File: src/rtl/rr_request_response_router_if.sv
// Request/response bus of the round-robin PLM router: consumer requests, kernel pivots,
// kernel read data and per-consumer responses.
interface rr_request_response_router_if #(
  parameter int unsigned REQ_WIDTH  = 14,
  parameter int unsigned RES_WIDTH  = 9,
  parameter int unsigned NCONSUMERS = 2,
  parameter int unsigned NKERNELS   = 2,
  parameter int unsigned SEL_WIDTH  = $clog2(NCONSUMERS)
);
  logic [REQ_WIDTH-1:0] requests              [NCONSUMERS];
  logic [SEL_WIDTH-1:0] select                [NKERNELS];
  logic [REQ_WIDTH-1:0] selected_requests     [NKERNELS];
  logic [RES_WIDTH-1:0] augmented_plm_outputs [NKERNELS];
  logic [SEL_WIDTH-1:0] response_pivots       [NKERNELS];
  logic [RES_WIDTH-1:0] responses             [NCONSUMERS];

  modport master (
    output requests, select, augmented_plm_outputs, response_pivots,
    input  selected_requests, responses
  );

  modport slave (
    input  requests, select, augmented_plm_outputs, response_pivots,
    output selected_requests, responses
  );
endinterface

File: src/rtl/rr_request_response_router.sv
// Routing fabric of the RR PLM scheduler: combinational request mux per kernel and
// registered response mux per consumer (lowest-index matching kernel wins).
module rr_request_response_router #(
  parameter int unsigned REQ_WIDTH  = 14,
  parameter int unsigned RES_WIDTH  = 9,
  parameter int unsigned NCONSUMERS = 2,
  parameter int unsigned NKERNELS   = 2,
  parameter int unsigned SEL_WIDTH  = $clog2(NCONSUMERS)
) (
  input  logic                          clk,
  input  logic                          reset,
  rr_request_response_router_if.slave   bus
);

  logic [RES_WIDTH-1:0] responses_d [NCONSUMERS];
  logic [RES_WIDTH-1:0] responses_q [NCONSUMERS];

  // Request mux; out-of-range pivots yield an all-zero word.
  always_comb begin
    for (int k = 0; k < int'(NKERNELS); k++) begin
      bus.selected_requests[k] = '0;
      for (int c = 0; c < int'(NCONSUMERS); c++) begin
        if (bus.select[k] == SEL_WIDTH'(c)) begin
          bus.selected_requests[k] = bus.requests[c];
        end
      end
    end
  end

  // Response mux; scanning kernels high to low leaves the lowest-index match in place.
  always_comb begin
    for (int c = 0; c < int'(NCONSUMERS); c++) begin
      responses_d[c] = '0;
      for (int k = int'(NKERNELS) - 1; k >= 0; k--) begin
        if (bus.response_pivots[k] == SEL_WIDTH'(c) && bus.augmented_plm_outputs[k][0]) begin
          responses_d[c] = bus.augmented_plm_outputs[k];
        end
      end
    end
  end

  always_ff @(posedge clk or negedge reset) begin
    if (!reset) begin
      for (int c = 0; c < int'(NCONSUMERS); c++) begin
        responses_q[c] <= '0;
      end
    end else begin
      for (int c = 0; c < int'(NCONSUMERS); c++) begin
        responses_q[c] <= responses_d[c];
      end
    end
  end

  always_comb begin
    for (int c = 0; c < int'(NCONSUMERS); c++) begin
      bus.responses[c] = responses_q[c];
    end
  end

endmodule

File: src/flat_wrapper.sv
// flat-port wrapper written by rule: the top's interface ports become plain ports
module rr_request_response_router_flat 
#(
  parameter int unsigned REQ_WIDTH  = 14,
  parameter int unsigned RES_WIDTH  = 9,
  parameter int unsigned NCONSUMERS = 2,
  parameter int unsigned NKERNELS   = 2,
  parameter int unsigned SEL_WIDTH  = $clog2(NCONSUMERS)
)
  (clk, reset, bus_requests, bus_select, bus_augmented_plm_outputs, bus_response_pivots, bus_selected_requests, bus_responses);
  rr_request_response_router_if #(.REQ_WIDTH(REQ_WIDTH), .RES_WIDTH(RES_WIDTH), .NCONSUMERS(NCONSUMERS), .NKERNELS(NKERNELS), .SEL_WIDTH(SEL_WIDTH)) bus_i ();
  input  logic clk;
  input  logic reset;
  input wire logic [$bits(bus_i.requests)-1:0] bus_requests;
  input wire logic [$bits(bus_i.select)-1:0] bus_select;
  input wire logic [$bits(bus_i.augmented_plm_outputs)-1:0] bus_augmented_plm_outputs;
  input wire logic [$bits(bus_i.response_pivots)-1:0] bus_response_pivots;
  output wire logic [$bits(bus_i.selected_requests)-1:0] bus_selected_requests;
  output wire logic [$bits(bus_i.responses)-1:0] bus_responses;
  assign bus_i.requests = {>>{bus_requests}};
  assign bus_i.select = {>>{bus_select}};
  assign bus_i.augmented_plm_outputs = {>>{bus_augmented_plm_outputs}};
  assign bus_i.response_pivots = {>>{bus_response_pivots}};
  assign bus_selected_requests = {>>{bus_i.selected_requests}};
  assign bus_responses = {>>{bus_i.responses}};
  rr_request_response_router #(.REQ_WIDTH(REQ_WIDTH), .RES_WIDTH(RES_WIDTH), .NCONSUMERS(NCONSUMERS), .NKERNELS(NKERNELS), .SEL_WIDTH(SEL_WIDTH)) u_core (.clk(clk), .reset(reset), .bus(bus_i));
endmodule
File: config.mk
export PLATFORM = sky130hd
export DESIGN_NAME = rr_request_response_router_flat
export DESIGN_NICKNAME = d
export VERILOG_FILES = /design/src/rtl/rr_request_response_router_if.sv /design/src/rtl/rr_request_response_router.sv /design/src/flat_wrapper.sv
export SDC_FILE = /design/constraint.sdc
export NUM_CORES = 1
export LEC_CHECK = 0
export BUFFER_PORTS_ARGS = -buffer_cell sky130_fd_sc_hd__buf_2
export CAP_MARGIN = 20
export CORE_MARGIN = 1.5
export CORE_UTILIZATION = 25
export CTS_CLUSTER_DIAMETER = 50
export DETAILED_ROUTE_END_ITERATION = 16
export PLACE_DENSITY = 0.68
export SYNTH_ARGS = -nofsm -noshare
export SYNTH_HDL_FRONTEND = slang
export SYNTH_SLANG_ARGS = --single-unit
File: constraint.sdc
create_clock -name clk -period 0.8 [get_ports clk]
set_input_delay 0.12 -clock clk [delete_from_list [all_inputs] [get_ports clk]]
set_output_delay 0.12 -clock clk [all_outputs]
set_load 0.005 [all_outputs]
==> impl_results.md <==
- Status: finished, violations left
- Failing checks: setup timing
- Hold path startpoint: bus_augmented_plm_outputs[15]
- GRT Overall Usage: 0.133
- Slew HR: 0.717
- Clk root buf: clkbuf_8
- Die width: 70.7 um
- Slack of the critical path: -0.108 ns
- Yosys cell types: 18
- CP Data Required Time: 0.68 ns
- Die area: 5000 sq um
- CTS sink count: 18
- Yosys warnings: 0
- Starting Density: 0.262
- Setup violators final: 32
- Synth top cells by count: mux2_1, dfrtp_1, nand3_1, mux2_2, o31ai_1
- DR iter-0 viols: 65
- Initial antenna violation count: 0
- Share of cells above drive strength 1: 0.705
- DRT antenna net count: 0
- Hold slack: 0.119 ns
- Total leakage power: 1.10 nW
- Post-DP HPWL: 2.64 mm
- Seq cells post-synth: 18
- Gpl congestion: 0.745
- Final period utilization: 1.13
- Final Max Tran Viols: 0
- First-pass GRT wire length: 5.38 mm
- CP Class: in -> out
- Max reg flops: 18
- Fin util: 0.467
- Slowest CP cell: mux2_4
- Min Tclk post-route: 0.908 ns
- Routed length per instance: 13.7 um
- Number of port buffers: 97
- Peak supply drop: 450 uV
- Row count: 24
- Crit-path max cell delay: 0.30 ns
- Number of synthesized flops with an enable pin: 0
- Synth Flop Type: dfrtp_1
- Syn Std Cell Area: 1150 sq um
- Pre-CTS WS: -0.217 ns
- Via count: 1200
- Fill count: 406
- Nets: 254
- Post-synthesis net count: 151
- Top cell type's share of synthesized area: 0.393
- Number of diodes: 0
- CTS Buf Count: 3
- Syn Area/Cell: 11.6 sq um
- WL final: 3.46 mm
- Power Dens Cells: 1230 nW/um^2
- Cell Chain, Critical Path: buf_8 > buf_16 > mux2_4 > buf_6
- Fraction of registers with async set/reset: 1.00
- Core area: 4380 sq um
- Hold Path Depth: 3
- Tightest Pin Transition: 0.424 ns
- Drt first pass iters: 4
- Unrepaired setup endpoints after global routing: true
- Die height: 70.7 um
- Hold endpoint: u_core.bus.responses[6]$_DFF_PN0_
- Area Growth Syn to Fin: 78.3%
- Max Fclk: 1100 MHz
- Setup_tns: -2.22 ns
- CTS tree: yes
- Post-Syn Instances: 99
- CTS clock-pin slew for the worst setup and hold paths: 0.06 ns
- Leading area contributor after synthesis: dfrtp_1
- Vias/cell: 4.76
- Worst setup EP type: output port
- WP data arrival: 0.79 ns
- IO Pins: 98
- Count leader, synth: mux2_1
- Final hold viol count: 0
- # DRC: 0
- Buffer and inverter count on the worst path: 3
- Max Cap Viol: 0
- Most area-consuming cells after synthesis: dfrtp_1, mux2_1, mux2_2
- Largest net degree at the start of global routing: 19
- Power Total: 2.51 mW
- Max FO, Critical Path: 7
- Crit path launch type: input pin
- Total gr overflow: 0
- Worst min path class: in -> reg
- H-Tree Level Count: 1
- Number of global-route vias before repair: 1215
- Delay-heaviest family, CP: buffers and inverters
- Sequential area share after synthesis: 0.393
- Clock Tree Buf Depth: 2
==> where the power goes <==
part / leakage (nW) / switching, mW / internal, mW
Combinational: 0.843 / 0.355 / 0.564
Clock: 0.0216 / 0.275 / 0.335
Sequential: 0.233 / 0.0114 / 0.970
==> how the worst max path moves through the flow <==
stage / start / endpoint / cells past startpoint
final: bus_select[0] / bus_selected_requests[8] / 4
after global routing: bus_select[0] / bus_selected_requests[1] / 4
after CTS: bus_select[0] / bus_selected_requests[8] / 4
after detailed placement: bus_select[1] / bus_selected_requests[14] / 3
after floorplan: bus_augmented_plm_outputs[9] / u_core.bus.responses[16]$_DFF_PN0_ / 3
after global placement: bus_select[1] / bus_selected_requests[16] / 3
==> area by class of cell <==
class / count / area, sq um / share of cell area
clock buffer: 3 / 41.3 / 0.0202
inverter: 1 / 3.75 / 0.00183
multi-input combinational: 72 / 714 / 0.349
sequential: 18 / 450 / 0.220
tap: 52 / 65.1 / 0.0318
timing repair buffer: 106 / 771 / 0.377
==> cells by family (layout without fill, tap and decap cells) <==
logic type             Yosys count  after routing  synth area share
buffers and inverters            9            110            0.0534
AOI/OAI and AO/OA               16             16             0.118
muxes                           30             30             0.301
and+or+nand+nor                 26             26             0.135
DFF                             18             18             0.393
==> placed cells by master, fill, tap and decap left out, types with 2 or more instances in the layout <==
cell type  count
a21o_1         2
and3b_1        2
buf_12         5
buf_16         2
buf_2         79
buf_4          2
buf_6         16
clkbuf_8       3
dfrtp_1       18
mux2_1         3
mux2_2         4
mux2_4        23
nand2_1        6
nand3_1       10
nand3b_1       6
o21ai_1        2
o31ai_1        8
o31ai_2        4
==> metrics by stage <==
stage	cells	cell area, sq um
after detailed placement	246	1740
after global placement	246	1740
final	252	2050
after global routing	252	2050
after floorplan	99	1150
after CTS	252	2010
==> per-layer routing <==
metal / routed length, um / GRT usage / part of all wire
met5: 0 / 0 / 0
met4: 87 / 0.0692 / 0.025
met3: 382 / 0.0228 / 0.11
met2: 1740 / 0.258 / 0.50
met1: 1250 / 0.134 / 0.36
==> what timing repair did <==
action | 4_1_cts | 5_1_grt
gates resized for setup | 38 | 8
setup buffers | 0 | 0
gates cloned | 2 | 0
setup endpoints to repair | 46 | 37
endpoints found under the hold margin | 18 | 0
hold buffers | 1 | 0
Power figures use the tool's default switching activity.
